==> src/rtl/mem_line_ctrl.sv <==
// rtl/mem_line_ctrl.sv - cache-line transfer controller: splits line refill/writeback into word accesses
module mem_line_ctrl #(
    parameter int DATA_WIDTH     = 32,
    parameter int ADDR_WIDTH     = 32,
    parameter int WORDS_PER_LINE = 4
) (
    input  logic                               clk,
    input  logic                               arst,
    input  logic                               i_req_valid,
    output logic                               o_req_ready,
    input  logic [1:0]                         i_req_op,
    input  logic [ADDR_WIDTH-1:0]              i_req_addr,
    input  logic [ADDR_WIDTH-1:0]              i_req_wb_addr,
    input  logic [DATA_WIDTH*WORDS_PER_LINE-1:0] i_wline,
    output logic [DATA_WIDTH*WORDS_PER_LINE-1:0] o_rline,
    output logic                               o_done,
    output logic                               o_busy,
    output logic [ADDR_WIDTH-1:0]              o_mem_addr,
    output logic [DATA_WIDTH-1:0]              o_mem_wdata,
    output logic                               o_mem_we,
    output logic                               o_mem_re,
    input  logic [DATA_WIDTH-1:0]              i_mem_data,
    input  logic                               i_mem_access
);

    localparam int KW   = $clog2(WORDS_PER_LINE);
    localparam int OFFW = KW + 2;
    localparam int LW   = DATA_WIDTH * WORDS_PER_LINE;

    typedef enum logic [1:0] {
        S_IDLE  = 2'd0,
        S_WRITE = 2'd1,
        S_READ  = 2'd2,
        S_DONE  = 2'd3
    } state_t;

    state_t                  state_q;
    logic [KW-1:0]           k_q;
    logic [KW-1:0]           k_inc;
    logic                    wb_then_rd_q;
    logic [ADDR_WIDTH-1:0]   rd_base_q;
    logic [ADDR_WIDTH-1:0]   wb_base_q;
    logic [LW-1:0]           wline_q;
    logic [LW-1:0]           rline_q;
    logic                    done_q;
    logic [ADDR_WIDTH-1:0]   mem_addr_q;
    logic [DATA_WIDTH-1:0]   mem_wdata_q;
    logic                    mem_we_q;
    logic                    mem_re_q;
    logic                    last_word;
    logic                    is_wb_op;
    logic [ADDR_WIDTH-1:0]   req_rd_base;
    logic [ADDR_WIDTH-1:0]   req_wb_base;

    // Byte address of word k within an aligned line base.
    function automatic logic [ADDR_WIDTH-1:0] word_addr(input logic [ADDR_WIDTH-1:0] base,
                                                        input logic [KW-1:0] k);
        return base + {{(ADDR_WIDTH-OFFW){1'b0}}, k, 2'b00};
    endfunction

    // Clear the in-line offset bits to get the line base.
    function automatic logic [ADDR_WIDTH-1:0] line_base(input logic [ADDR_WIDTH-1:0] addr);
        return {addr[ADDR_WIDTH-1:OFFW], {OFFW{1'b0}}};
    endfunction

    assign k_inc       = k_q + 1'b1;
    assign last_word   = &k_q;
    assign is_wb_op    = (i_req_op == 2'b01) || (i_req_op == 2'b10);
    assign req_rd_base = line_base(i_req_addr);
    assign req_wb_base = line_base(i_req_wb_addr);

    // Transfer FSM; address, data and strobes for the next word are registered here
    always_ff @(posedge clk or posedge arst) begin
        if (arst) begin
            state_q      <= S_IDLE;
            k_q          <= '0;
            wb_then_rd_q <= 1'b0;
            rd_base_q    <= '0;
            wb_base_q    <= '0;
            wline_q      <= '0;
            rline_q      <= '0;
            done_q       <= 1'b0;
            mem_addr_q   <= '0;
            mem_wdata_q  <= '0;
            mem_we_q     <= 1'b0;
            mem_re_q     <= 1'b0;
        end else begin
            done_q <= 1'b0;
            case (state_q)
                S_IDLE: begin
                    if (i_req_valid) begin
                        wb_then_rd_q <= (i_req_op == 2'b10);
                        rd_base_q    <= req_rd_base;
                        wb_base_q    <= req_wb_base;
                        wline_q      <= i_wline;
                        k_q          <= '0;
                        if (is_wb_op) begin
                            state_q     <= S_WRITE;
                            mem_we_q    <= 1'b1;
                            mem_addr_q  <= req_wb_base;
                            mem_wdata_q <= i_wline[DATA_WIDTH-1:0];
                        end else begin
                            state_q    <= S_READ;
                            mem_re_q   <= 1'b1;
                            mem_addr_q <= req_rd_base;
                        end
                    end
                end
                S_WRITE: begin
                    if (i_mem_access) begin
                        if (last_word) begin
                            k_q      <= '0;
                            mem_we_q <= 1'b0;
                            if (wb_then_rd_q) begin
                                // Hand straight over to the read phase so the strobe has no gap.
                                state_q    <= S_READ;
                                mem_re_q   <= 1'b1;
                                mem_addr_q <= rd_base_q;
                            end else begin
                                state_q <= S_DONE;
                                done_q  <= 1'b1;
                            end
                        end else begin
                            k_q         <= k_inc;
                            mem_addr_q  <= word_addr(wb_base_q, k_inc);
                            mem_wdata_q <= wline_q[int'(k_inc)*DATA_WIDTH +: DATA_WIDTH];
                        end
                    end
                end
                S_READ: begin
                    if (i_mem_access) begin
                        rline_q[int'(k_q)*DATA_WIDTH +: DATA_WIDTH] <= i_mem_data;
                        if (last_word) begin
                            k_q      <= '0;
                            mem_re_q <= 1'b0;
                            state_q  <= S_DONE;
                            done_q   <= 1'b1;
                        end else begin
                            k_q        <= k_inc;
                            mem_addr_q <= word_addr(rd_base_q, k_inc);
                        end
                    end
                end
                default: begin
                    state_q <= S_IDLE;
                end
            endcase
        end
    end

    assign o_req_ready = (state_q == S_IDLE);
    assign o_busy      = (state_q != S_IDLE);
    assign o_done      = done_q;
    assign o_rline     = rline_q;
    assign o_mem_addr  = mem_addr_q;
    assign o_mem_wdata = mem_wdata_q;
    assign o_mem_we    = mem_we_q;
    assign o_mem_re    = mem_re_q;

endmodule

==> config.mk <==
export PLATFORM = sky130hd
export DESIGN_NAME = mem_line_ctrl
export DESIGN_NICKNAME = d
export VERILOG_FILES = /design/src/rtl/mem_line_ctrl.sv
export SDC_FILE = /design/constraint.sdc
export NUM_CORES = 1
export LEC_CHECK = 0
export ABC_AREA = 1
export CORE_ASPECT_RATIO = 0.5
export CORE_UTILIZATION = 35
export DETAILED_ROUTE_END_ITERATION = 10
export GPL_TIMING_DRIVEN = 1
export PLACE_DENSITY = 0.66
export SLEW_MARGIN = 20
export SYNTH_ARGS = -nofsm -noshare
export SYNTH_HDL_FRONTEND = slang
export SYNTH_SLANG_ARGS = --single-unit
==> constraint.sdc <==
create_clock -name clk -period 39 [get_ports clk]
set_clock_uncertainty 0.05 [all_clocks]
set_input_delay 5.85 -clock clk [delete_from_list [all_inputs] [get_ports clk]]
set_output_delay 5.85 -clock clk [all_outputs]
set_load 0.01 [all_outputs]
### Word-level counts from Yosys, hierarchy flattened

Cells that the tools add are included.

* $add $sub $neg: 4
* multiply operators: 0
* divide/modulo/power cells: 0
* order comparisons: 0
* equal/unequal tests: 16
* shifts and indexed selects: 3
* multiplexer cells: 43
* bitwise logic cells: 0
* reductions and logical operators: 16

Operator list (number)
* $mux W32: 11
* $bwmux W128: 1
* $shift A32 B33 Y128 const A: 1
* $shiftx A128 B8 Y32: 1
* $shiftx A32 B33 Y128: 1
* $pmux W32 S3: 1
* $add A32 B4 Y32: 2
* $pmux W32 S2: 1
* $neg A7 Y33: 1
* $mux W2: 9
* $ne A2 B2 Y1 const B: 9
* $mux W1: 15
* $reduce_and A5 Y1: 3
* $reduce_and A8 Y1: 1
* $pmux W2 S3: 1
* $reduce_and A2 Y1: 3
* $reduce_and A6 Y1: 1
* $reduce_bool A2 Y1: 3
* $eq A2 B1 Y1 const B: 2
* $eq A2 B2 Y1 const B: 2
* $ne A2 B1 Y1 const B: 2
* $pmux W1 S2: 2
* $pmux W2 S2: 1
* $ne A3 B3 Y1 const B: 1
* 7 further kinds: 7

* register bits after elaboration: 384
* bits in latches: 0
* RAM bits: 0
* bits in read-only memories: 0
* input bits: 230
* output and inout port bits: 197
* word-level logic and storage cells: 94
* memories: 0

### Depth between registers and ports, before layout

Gate-level depths: netlist of run 1.

* depth in word-level cells: 5
* gate-level depth with buffers: 12
* gate-level depth less buffers: 9

### Worst setup path before layout of run 1

Ideal clock, no wire load.

* kind: input port to flip-flop
* start: in i_req_op[0]
* end: reg mem_wdata_q[0], in the netlist o_mem_wdata[0]
* library setup time: 116 ps
* data arrival time: 6971 ps
* data required time: 38834 ps
* slack: 31862 ps
* stages on the path: 9
* buffers on the path: 2
* cells stage by stage: inv_1 ha_1 nand2_1 nand3_2 or2_1 buf_2 buf_6 nand2_1 nand2_1

* word-level cells in the longest chain between the ends: 4
* elaborated cells on any way between the ends: 5
* classes of those cells: 3 x eq/ne; 2 x reduce/logical

Ends and longest elaborated chain
* start, declared: RTL line 11 `input logic [1:0] i_req_op,`
* $eq A2 B1 Y1 / $eq A2 B2 Y1 (equally long branches): RTL line 68 `assign is_wb_op = (i_req_op == 2'b01) || (i_req_op == 2'b10);`
* $logic_or A1 B1 Y1 *: RTL line 68
* $ne A2 B1 Y1 (no line) *
* $reduce_and A5 Y1 (no line) *
* end signal, assigned: RTL line 101 `mem_wdata_q <= i_wline[DATA_WIDTH-1:0];`
* end signal, assigned: RTL line 126 `mem_wdata_q <= wline_q[int'(k_inc)*DATA_WIDTH +: DATA_WIDTH];`
* end, declared: RTL line 47 `logic [DATA_WIDTH-1:0] mem_wdata_q;`

Mark *: on every way between the ends. The rest lies on a longest branch, timed or not.
A chain may end at the register's enable or synchronous reset.

### Worst setup path after layout of run 1

* start: in i_req_valid
* end: reg wline_q[122]

* word-level cells in the longest chain between the ends: 1

Ends and longest elaborated chain
* start, declared: RTL line 9 `input logic i_req_valid,`
* $reduce_and A2 Y1 (no line)
* end signal, assigned: RTL line 95 `wline_q <= i_wline;`
* end, declared: RTL line 43 `logic [LW-1:0] wline_q;`

Every way passes these cells.

==> metrics.log, run 1 <==
INFO  metric status = completed
INFO  metric fp-row-count = between 50 and 60
INFO  metric synth.area.top_cells = dfrtp_1 54%, nand2_1 12%, mux2_2 8.2%, o21ai_0 7.1%, nand3_1 4.3%
INFO  metric topRoutingLayerUsed = met4
INFO  metric library_cell_used_as_clock_root_buffer = clkbuf_16
INFO  metric hp-class = reg -> reg
INFO  metric slew_headroom = 27.69%
INFO  metric wire_length_per_cell = around 19 um
INFO  metric dp.cells = 2957
INFO  metric global_route.overflow_total = 0
INFO  metric dr.first_iter.drc_count = 1433
INFO  metric worst_pin_slew = 1.078 ns
INFO  metric gpl.final_weighted_congestion = 0.8494
INFO  metric netlist_instances = 2014
INFO  metric netlist-cell-type-count = 25
INFO  metric layoutNonFillerInstCount = 3033
INFO  metric coreArea = 49140 sq um
INFO  metric hpwl = 37510 um
INFO  metric insertion_delay = ~0.54 ns
INFO  metric numPortBuffers = 416
INFO  metric post_cts_hold_buffer_count = 0
INFO  metric r2r_slack = 35.32 ns
INFO  metric cts_resized = 0
INFO  metric ys_warn_count = 0
INFO  metric grt_pass1_wl = 90310 um
INFO  metric cap_viol_max_count = 0
INFO  metric cp_max_fo = 75
INFO  metric die_area = 51430 sq um
INFO  metric number_of_synthesized_register_bits = between 300 and 400
INFO  metric rsz_0062_raised_after_global_routing = no
INFO  metric number_of_antenna_violations_at_the_first_check_in_global_routing = 14
INFO  metric timing.final.ws_setup = a little over 30 ns
INFO  metric io_pins = between 400 and 500
INFO  metric maximum_frequency_from_static_timing_analysis = 119.1 MHz
INFO  metric vdd_drop_max = between 0.04 and 0.05 mV
INFO  metric synth_area = 17670 sq um
INFO  metric route.antenna.remaining_nets = 0
INFO  metric clk_path_buf_depth = 3
INFO  metric htreeDepth = 2
INFO  metric drt-total-wl = 58710 um
INFO  metric cts.clk_slew.worst_paths = approximately 0.060 ns
INFO  metric reg_to_reg_start = k_q[0]$_DFFE_PP0P_
INFO  metric total_power = 1.759 mW
INFO  metric synthDominantAreaCellType = dfrtp_1
INFO  metric floorplan.initialDensity = 35.95%
INFO  metric end_kind = flop
INFO  metric yosysSeqAreaShare = 54.11%
INFO  metric final-max-slew-violation-count = 0
INFO  metric hp-start = o_mem_wdata[31]$_DFFE_PP0P_
INFO  metric met1Wirelength = 24140 um
INFO  metric die_w = 319.7 um
INFO  metric synth_area_per_cell = 8.772 sq um
INFO  metric critical_path_required = 39.37 ns
INFO  metric cts_buffers = 38
INFO  metric cts_setup_buffers = 0
INFO  metric leakagePower = 10.62 nW
INFO  metric final-setup-viol-count = 0
INFO  metric viasPerCell = 5.100
INFO  metric layout.core_utilization = between 40 and 50%
INFO  metric setup.worst_path.start = i_req_valid
INFO  metric clock_sink_count = around 380
INFO  metric final.setup.tns = 0 ns
INFO  metric layout-drive-gt1-share = 9.494%
INFO  metric pre_cts_setup_slack = roughly 30 ns
INFO  metric largest_net_degree_at_the_start_of_global_routing = around 140
INFO  metric critPathArrivalTime = 8.76 ns
INFO  metric cp-endpoint = wline_q[122]$_DFFE_PP0P_
INFO  metric layout.filler_cells = 4639
INFO  metric cts_tree = done
INFO  metric grt_pass1_vias = approximately 15000
INFO  metric final_hold_viol_count = 0
INFO  metric portion_of_synthesized_cell_area_occupied_by_the_leading_cell_type = 54.11%
INFO  metric final_min_period_over_clock_period = 21.52%
INFO  metric routed-wl-met3 = around 2900 um
INFO  metric num_vias = 15470
INFO  metric timing.final.crit_period = 8.393 ns
INFO  metric critical_path.startpoint_type = primary input
INFO  metric reg2regPathDepth = 8
INFO  metric layout.nets = about 2600
INFO  metric power_per_cell_area = 74.99 nW/um^2
INFO  metric timing_worst_setup_path_type = in -> reg
INFO  metric drt-pass1-iter-count = 6
INFO  metric post_route_drc = 0
INFO  metric syn_to_final_growth = 32.79%
INFO  metric height_of_the_chip = ~160 um
INFO  metric groute.usage.overall = 22.53%
INFO  metric dr_wl_met2 = approximately 29000 um
INFO  metric reg2reg_to = o_rline[93]$_DFFE_PP0P_
[synthesized netlist by cell type, drive strengths merged]
master	instances
nor2	95
nand4	32
nor3	33
clkinv	1
nand3	154
o21a	1
dfrtp	382
o21ai	266
conb	1
clkbuf	84
or2	1
inv	113
mux2	128
a21oi	87
ha	15
nand2	557
buf	64
[critical path, stage by stage]
cell             delay (ns)
clkdlybuf4s50_1        0.46
nand2_4                0.48
buf_4                  0.59
buf_4                  0.84
mux2_2                 0.42
[area by class of cell]
cell class	count	area, sq um	share of cell area (%)
clock buffers	55	1126	4.800
inverters	114	440.4	1.877
multi-input cells	1371	7041	30.01
clock inverters	7	91.34	0.3893
well taps	649	812.0	3.461
flip-flops and latches	382	9563	40.76
repair buffers	441	4352	18.55
diodes	14	35.03	0.1493
[report_power, final]
group / switching, mW / internal [mW]
sequential: 0.0783 / 0.545
combinational: 0.450 / 0.315
clock: 0.159 / 0.213
total: 0.687 / 1.07
[routing by layer]
metal,vias up,track usage [%]
met1,7592,29.23
met4,0,10.86
met2,466,37.32
met5,-,0
met3,126,3.090
li1,7285,-
[flip-flops by register name, summed over array words and instances (netlist names)]
name	flops
state_q	2
o_done	1
rd_base_q	28
o_mem_we	1
wline_q	128
o_rline	128
k_q	2
o_mem_wdata	32
wb_base_q	28
o_mem_addr	30
o_mem_re	1
wb_then_rd_q	1
[worst min-delay path by stage]
stage          slack (ns)                     endpoint  cells after the start
3_3_place_gp         0.41   o_mem_wdata[6]$_DFFE_PP0P_                      2
2_1_floorplan        0.43       wline_q[0]$_DFFE_PP0P_                      1
6_report             0.43  o_mem_wdata[31]$_DFFE_PP0P_                      2
4_1_cts              0.43   o_mem_wdata[6]$_DFFE_PP0P_                      2
3_5_place_dp         0.41  o_mem_wdata[31]$_DFFE_PP0P_                      2
5_1_grt              0.46   o_mem_addr[16]$_DFFE_PP0P_                      2
[cells in the final DEF, fill, tap and decap left out, types with 3 or more instances in the layout]
master	Yosys	routed
inv_2	7	7
clkinv_2	0	3
nor2_1	94	94
nor3_1	33	33
inv_1	106	102
clkbuf_16	0	39
clkbuf_8	0	9
nand2_1	557	555
mux2_2	128	128
clkinv_1	1	4
a21oi_1	87	87
dfrtp_1	382	381
diode_2	0	14
o21ai_0	252	252
clkdlybuf4s50_1	0	416
clkbuf_1	83	7
buf_4	11	25
ha_1	15	12
nand3_1	153	153
o21ai_1	14	14
nand4_1	32	32
[cells by family (layout without fill, tap and decap cells)]
| family | after synthesis | count (layout) | share of synthesized area (%) |
|---|---|---|---|
| simple gates | 872 | 872 | 20.36 |
| flops | 382 | 382 | 54.11 |
| compound gates | 354 | 354 | 10.04 |
| buf+inv | 262 | 617 | 6.246 |
| mux | 128 | 128 | 8.159 |
| fa+ha+maj | 15 | 15 | 1.062 |
| other cells | 1 | 16 | 0.02123 |
[metrics by stage]
stage	hold slack, ns	instance area [sq um]
global route	0.4553	23460
CTS	0.4312	23420
detailed placement	0.4139	22200
floorplan	0.4297	17670
finish	0.4270	23460
global placement	0.4139	22200
(Power assumes the default switching activity.)
==> inputs of run 2 (changes only) <==
--- a/config.mk
+++ b/config.mk
@@ -10,7 +10,7 @@
 export CORE_UTILIZATION = 35
 export DETAILED_ROUTE_END_ITERATION = 10
 export GPL_TIMING_DRIVEN = 1
-export PLACE_DENSITY = 0.66
+export PLACE_DENSITY = 0.68
 export SLEW_MARGIN = 20
 export SYNTH_ARGS = -nofsm -noshare
 export SYNTH_HDL_FRONTEND = slang
==> constraint.sdc (replaced) <==
create_clock -name clk -period 7.4 [get_ports clk]
set_clock_uncertainty 0.05 [all_clocks]
set_input_delay 1.11 -clock clk [delete_from_list [all_inputs] [get_ports clk]]
set_output_delay 1.11 -clock clk [all_outputs]
set_load 0.01 [all_outputs]
==> run 2 against run 1 <==
  * Routed wire length up 0.48%
  * Cell area increased by 0.17%
  * Register-to-register slack got worse by 32 ns
  * Critical path depth is 2 higher
  * Die area unchanged
  * Count of clock-buffer cells in the layout decreased by 3
==> metrics.log, run 2 (synthesis results as in run 1) <==
INFO  metric cts_setup_buffers = 0 (unchanged)
INFO  metric hp-start = o_mem_re$_DFFE_PP0P_
INFO  metric cts_buffers = 39 (+2.6%)
INFO  metric worst_pin_slew = 1.113 ns (+0.03474 ns)
INFO  metric floorplan.initialDensity = 35.95% (unchanged)
INFO  metric post_cts_hold_buffer_count = 0 (unchanged)
INFO  metric final_hold_viol_count = 0 (unchanged)
INFO  metric cap_viol_max_count = 0 (unchanged)
INFO  metric slew_headroom = 25.36% (-2.3 points)
INFO  metric syn_to_final_growth = 33.01%
INFO  metric final-setup-viol-count = 0 (unchanged)
INFO  metric layout.cells.most_common = nand2_1
INFO  metric leakagePower = 10.62 nW (about the same)
INFO  metric critical_path_required = 7.77 ns (-31.60 ns)
INFO  metric critPathArrivalTime = 4.40 ns (-4.36 ns)
INFO  metric final_min_period_over_clock_period = 54.51%
INFO  metric io_pins = 427 (unchanged)
INFO  metric die_area = 51430 sq um (unchanged)
INFO  metric timing_worst_setup_path_type = reg -> reg
INFO  metric total_power = 9.320 mW (+430%)
INFO  metric worst_path_max_delay_cell = ha_2
INFO  metric htreeDepth = 2 (unchanged)
INFO  metric height_of_the_chip = 160.9 um (unchanged)
INFO  metric drt-pass1-iter-count = 6 (unchanged)
INFO  metric coreArea = 49140 sq um (unchanged)
INFO  metric die_w = 319.7 um (unchanged)
INFO  metric layout.nets = 2592 (-0.039%)
INFO  metric largest_net_degree_at_the_start_of_global_routing = 153 (+8.5%)
INFO  metric status = completed
INFO  metric reg2regPathDepth = 7 (-1)
INFO  metric insertion_delay = 0.55 ns (about the same)
INFO  metric clk_path_buf_depth = 3 (unchanged)
INFO  metric drt-total-wl = 59000 um (+0.48%)
INFO  metric cts_resized = 0 (unchanged)
INFO  metric grt_pass1_wl = 89620 um (-0.76%)
INFO  metric critical_path.startpoint_type = flop
INFO  metric whs_path_depth = 2 (unchanged)
INFO  metric final-max-slew-violation-count = 0 (unchanged)
INFO  metric viasPerCell = 5.152 (+1.0%)
INFO  metric gpl.final_weighted_congestion = 0.8875 (+4.5%)
INFO  metric most-common-layout-cells = 555 x nand2_1, 416 x clkdlybuf4s50_1, 381 x dfrtp_1
INFO  metric library_cell_used_as_clock_root_buffer = clkbuf_16
INFO  metric cp_cell_sequence = buf_4, inv_2, ha_2, inv_2, nand4_1, buf_4, o21ai_0
INFO  metric layout-drive-gt1-share = 9.608% (+0.11 points)
INFO  metric maximum_frequency_from_static_timing_analysis = 247.9 MHz
INFO  metric route.antenna.remaining_nets = 0 (unchanged)
INFO  metric final.setup.tns = 0 ns (unchanged)
INFO  metric cp_max_fo = 65 (-13%)
INFO  metric crit_path_max_incr_delay = 0.95 ns (+0.11 ns)
INFO  metric fp-row-count = 57 (unchanged)
INFO  metric reg2reg_to = o_rline[24]$_DFFE_PP0P_
INFO  metric cts.clk_slew.worst_paths = 0.06 ns (about the same)
INFO  metric end_kind = flop
INFO  metric rsz_0062_raised_after_global_routing = no
INFO  metric hpwl = 37690 um (+0.48%)
INFO  metric timing.critical_path.max_delay_family = buffers and inverters
INFO  metric power_per_cell_area = 396.6 nW/um^2 (+430%)
INFO  metric hp-class = reg -> reg
INFO  metric numPortBuffers = 416 (unchanged)
INFO  metric wire_length_per_cell = 19.43 um (+0.38%)
INFO  metric clock_sink_count = 382 (unchanged)
INFO  metric dr.first_iter.drc_count = 1376 (-4.0%)
INFO  metric cp_num_buf_inv = 4 (+1)
INFO  metric global_route.overflow_total = 0 (unchanged)
INFO  metric groute.usage.overall = 22.30% (-0.24 points)
INFO  metric number_of_antenna_violations_at_the_first_check_in_global_routing = 14 (unchanged)
INFO  metric post_route_drc = 0 (unchanged)
INFO  metric vdd_drop_max = 0.2480 mV (+450%)
INFO  metric reg_to_reg_start = k_q[0]$_DFFE_PP0P_
INFO  metric timing.final.crit_period = 4.034 ns
INFO  metric worstHoldEndpoint = o_mem_re$_DFFE_PP0P_
INFO  metric layout.filler_cells = 4600 (-0.84%)
INFO  metric r2r_slack = 3.37 ns (-31.95 ns)
INFO  metric num_vias = 15640 (+1.1%)
INFO  metric grt_pass1_vias = 14860 (-1.4%)
INFO  metric cts_tree = done
run 2: per-stage QoR:
step	util, %	area, sq um	setup slack (ns)	instances	hold WS (ns)
finish	47.82	23500	3.366	3036	0.4249
global route	47.82	23500	3.083	3036	0.4397
CTS	47.72	23450	3.278	3022	0.4267
detailed placement	45.21	22210	3.189	2955	0.4108
global placement	45.21	22210	3.228	2955	0.4141
floorplan	-	17670	1.106	2015	0.4297
run 2: area by class of cell:
class	count	area, sq um	share of cell area [%]
diodes	14	35.03	0.1491
clock buffers	52	1085	4.616
clock inverters	15	152.6	0.6496
inverters	114	431.7	1.837
multi-input cells	1371	7054	30.02
flip-flops and latches	382	9563	40.70
well taps	649	812.0	3.456
repair buffers	439	4365	18.58
run 2: worst max-delay path by stage:
stage	from	endpoint	slack (ns)	depth (start not counted)
after detailed placement	i_req_op[0]	o_mem_wdata[31]$_DFFE_PP0P_	3.19	11
after global routing	k_q[0]$_DFFE_PP0P_	o_rline[73]$_DFFE_PP0P_	3.08	9
after floorplan	arst	k_q[0]$_DFFE_PP0P_	1.11	1
final	k_q[0]$_DFFE_PP0P_	o_rline[24]$_DFFE_PP0P_	3.37	7
after CTS	k_q[0]$_DFFE_PP0P_	o_rline[24]$_DFFE_PP0P_	3.28	7
after global placement	i_req_op[0]	o_mem_wdata[26]$_DFFE_PP0P_	3.23	11
run 2: tightest hold or removal path, delay by kind of cell, from the launching register on:
kind | cells | cell delay [ns]
flops | 1 | 0.35
simple gates | 2 | 0.09
run 2: report_power, final:
group | switching, mW | internal (mW) | total (mW)
sequential | 0.412 | 2.87 | 3.29
clock | 0.877 | 1.10 | 1.98
combinational | 2.39 | 1.66 | 4.05
total | 3.68 | 5.64 | 9.32
run 2: per-layer routing:
layer  track usage [%]  part of all wire [%]
met2             38.00                    50
met1             28.41                    41
met3             3.190                   4.8
met4             9.550                   4.1
met5                 0                     0
==> inputs of run 3 (changes only) <==
--- a/config.mk
+++ b/config.mk
@@ -10,7 +10,7 @@
 export CORE_UTILIZATION = 35
 export DETAILED_ROUTE_END_ITERATION = 10
 export GPL_TIMING_DRIVEN = 1
-export PLACE_DENSITY = 0.68
+export PLACE_DENSITY = 0.66
 export SLEW_MARGIN = 20
 export SYNTH_ARGS = -nofsm -noshare
 export SYNTH_HDL_FRONTEND = slang
==> constraint.sdc (replaced) <==
create_clock -name clk -period 4.09 [get_ports clk]
set_clock_uncertainty 0.05 [all_clocks]
set_input_delay 0.6135 -clock clk [delete_from_list [all_inputs] [get_ports clk]]
set_output_delay 0.6135 -clock clk [all_outputs]
set_load 0.01 [all_outputs]
==> run 3 against run 2 <==
  * Clock power increased by 86%
  * Register-to-register slack got worse by 2.2 ns
  * Via count decreased by 0.19%
==> metrics.log, run 3 (synthesis results as in run 1) <==
INFO  metric clk_path_buf_depth = 3 (unchanged)
INFO  metric comb_power_share = 43.4% (about the same)
INFO  metric dr.first_iter.drc_count = 1151 (-16%)
INFO  metric die_w = 319.7 um (unchanged)
INFO  metric worst_path_max_delay_cell = ha_2
INFO  metric cts_resized = 0 (unchanged)
INFO  metric vdd_drop_max = 0.4279 mV (+73%)
INFO  metric drt-total-wl = 59360 um (+0.62%)
INFO  metric wire_length_per_cell = 19.46 um (+0.12%)
INFO  metric route.antenna.remaining_nets = 0 (unchanged)
INFO  metric syn_to_final_growth = 34.19%
INFO  metric leakagePower = 10.76 nW (+1.3%)
INFO  metric cts.clk_slew.worst_paths = 0.07 ns (about the same)
INFO  metric switching_share = 39.16% (-0.33 points)
INFO  metric critical_path.startpoint_type = flop
INFO  metric largest_net_degree_at_the_start_of_global_routing = 129 (-16%)
INFO  metric grt_pass1_vias = 14880 (+0.11%)
INFO  metric timing.final.crit_period = 2.888 ns (-1.146 ns)
INFO  metric hp-class = reg -> reg
INFO  metric floorplan.initialDensity = 35.95% (unchanged)
INFO  metric viasPerCell = 5.117 (-0.68%)
INFO  metric total_switching_power = 6.667 mW (+81%)
INFO  metric layout-drive-gt1-share = 10.16% (+0.56 points)
INFO  metric numPortBuffers = 416 (unchanged)
INFO  metric io_pins = 427 (unchanged)
INFO  metric cp_max_fo = 32 (-51%)
INFO  metric critPathArrivalTime = 3.31 ns (-1.09 ns)
INFO  metric cp_num_buf_inv = 4 (unchanged)
INFO  metric layout.cells.most_common = nand2_1
INFO  metric slew_headroom = 39.49% (+14 points)
INFO  metric insertion_delay = 0.55 ns (about the same)
INFO  metric maximum_frequency_from_static_timing_analysis = 346.3 MHz (+40%)
INFO  metric post_cts_hold_buffer_count = 0 (unchanged)
INFO  metric timing.critical_path.max_delay_family = buffers and inverters
INFO  metric global_route.overflow_total = 0 (unchanged)
INFO  metric timing_worst_setup_path_type = reg -> reg
INFO  metric htreeDepth = 2 (unchanged)
INFO  metric coreArea = 49140 sq um (unchanged)
INFO  metric worst_pin_slew = 0.9063 ns (-0.2064 ns)
INFO  metric total_power = 17.02 mW (+83%)
INFO  metric post_route_drc = 0 (unchanged)
INFO  metric number_of_antenna_violations_at_the_first_check_in_global_routing = 11 (-3)
INFO  metric power_per_cell_area = 718.1 nW/um^2 (+81%)
INFO  metric cts_setup_buffers = 0 (unchanged)
INFO  metric drt-pass1-iter-count = 5 (-1)
INFO  metric library_cell_used_as_clock_root_buffer = clkbuf_16
INFO  metric end_kind = flop
INFO  metric critical-path-top-cell-by-count = nand2_1
INFO  metric pre_cts_setup_slack = 1.120 ns (-2.069 ns)
INFO  metric groute.usage.overall = 22.66% (+0.37 points)
INFO  metric cp_cell_sequence = inv_1, ha_2, inv_2, nand2_1, nand3_1, buf_4, nand2_1, buf_4, nand2_1, nand2_1
INFO  metric clock_power_share = 21.6% (+0.3 points)
INFO  metric height_of_the_chip = 160.9 um (unchanged)
INFO  metric cts_tree = done
INFO  metric final-max-slew-violation-count = 0 (unchanged)
INFO  metric clock_sink_count = 382 (unchanged)
INFO  metric final-setup-viol-count = 0 (unchanged)
INFO  metric cap_viol_max_count = 0 (unchanged)
INFO  metric internal_power = 10.36 mW (+84%)
INFO  metric layout.nets = 2607 (+0.58%)
INFO  metric num_vias = 15610 (-0.19%)
INFO  metric fp-row-count = 57 (unchanged)
INFO  metric critical_path_required = 4.52 ns (-3.25 ns)
INFO  metric timing.final.ws_setup = 1.202 ns (-2.164 ns)
INFO  metric hpwl = 38790 um (+2.9%)
INFO  metric layout.filler_cells = 4538 (-1.3%)
INFO  metric crit_path_max_incr_delay = 0.77 ns (-0.18 ns)
INFO  metric gpl.final_weighted_congestion = 0.8731 (-1.6%)
INFO  metric rsz_0062_raised_after_global_routing = no
INFO  metric register_area = 9563 sq um (unchanged)
INFO  metric die_area = 51430 sq um (unchanged)
INFO  metric final_hold_viol_count = 0 (unchanged)
INFO  metric p_seq_share = 35.0% (-0.2 points)
INFO  metric cts_buffers = 39 (unchanged)
INFO  metric multi_input_comb_area = 7038 sq um (-0.23%)
INFO  metric status = completed
INFO  metric final_min_period_over_clock_period = 70.61% (+16 points)
INFO  metric most-common-layout-cells = 555 x nand2_1, 416 x clkdlybuf4s50_1, 381 x dfrtp_1
INFO  metric grt_pass1_wl = 90670 um (+1.2%)
==> run 3: cell count changes in the layout (fill, tap and decap cells not counted), moves of 2 or more <==
cell,previous run,this run
buf_12,2,7
clkinv_2,9,5
buf_4,20,30
diode_2,14,11
clkinvlp_4,3,1
clkinv_1,2,0
clkinv_4,0,3
clkbuf_8,6,9
clkbuf_1,7,9
==> run 3: final cells by class <==
class | count | share of cell area (%)
timing repair buffer | 454 | 19.15
antenna | 11 | 0.1161
multi-input combinational | 1371 | 29.69
sequential | 382 | 40.34
clock buffer | 58 | 4.887
clock inverter | 12 | 0.5753
inverter | 114 | 1.821
tap | 649 | 3.425
==> run 3: final timing paths <==
kind                                             from                         end  slack (ns)  cells after the start
hold reg to reg            o_mem_addr[10]$_DFFE_PP0P_  o_mem_addr[10]$_DFFE_PP0P_        0.43                      2
max in group asynchronous                        arst     wline_q[81]$_DFFE_PP0P_        2.51                      3
hold / removal             o_mem_addr[10]$_DFFE_PP0P_  o_mem_addr[10]$_DFFE_PP0P_        0.43                      2
setup reg to reg               state_q[0]$_DFFE_PP0P_  o_mem_addr[13]$_DFFE_PP0P_        1.20                     10
setup / recovery               state_q[0]$_DFFE_PP0P_  o_mem_addr[13]$_DFFE_PP0P_        1.20                     10
min in group asynchronous                        arst      o_rline[0]$_DFFE_PP0P_        0.48                      2
==> run 3: layer usage <==
| metal | routed length [um] | track usage [%] | vias to the layer above |
|---|---|---|---|
| met5 | 0 | 0 | - |
| met2 | 30150 | 39.15 | 470 |
| met4 | 2409 | 9.659 | 0 |
| met1 | 23890 | 28.48 | 7677 |
| li1 | - | - | 7334 |
| met3 | 2918 | 3.203 | 130 |
==> run 3: worst min-delay path: cells and delay by family (launching register included) <==
family | cells | cell delay [ns]
DFF | 1 | 0.34
and+or+nand+nor | 2 | 0.10
==> run 3: power groups by stage <==
| stage | registers [mW] | clock network [mW] | logic [mW] |
|---|---|---|---|
| 2_1_floorplan | 6.01 | 0 | 4.66 |
| 3_3_place_gp | 5.94 | 0 | 7.25 |
| 3_5_place_dp | 6.00 | 0 | 7.38 |
| 4_1_cts | 5.94 | 3.76 | 7.42 |
| 5_1_grt | 6.10 | 3.92 | 8.19 |
| 6_report | 5.96 | 3.68 | 7.39 |
==> run 3: stage by stage <==
step	TNS (ns)	instances	hold slack [ns]	cell area, sq um	utilization (%)
after floorplan	-652.26	2015	0.4297	17670	-
after detailed placement	0	2970	0.4147	22380	45.55
after CTS	0	3040	0.4323	23680	48.18
after global routing	0	3051	0.4476	23710	48.25
final	0	3051	0.4291	23710	48.25
after global placement	0	2970	0.4136	22380	45.55
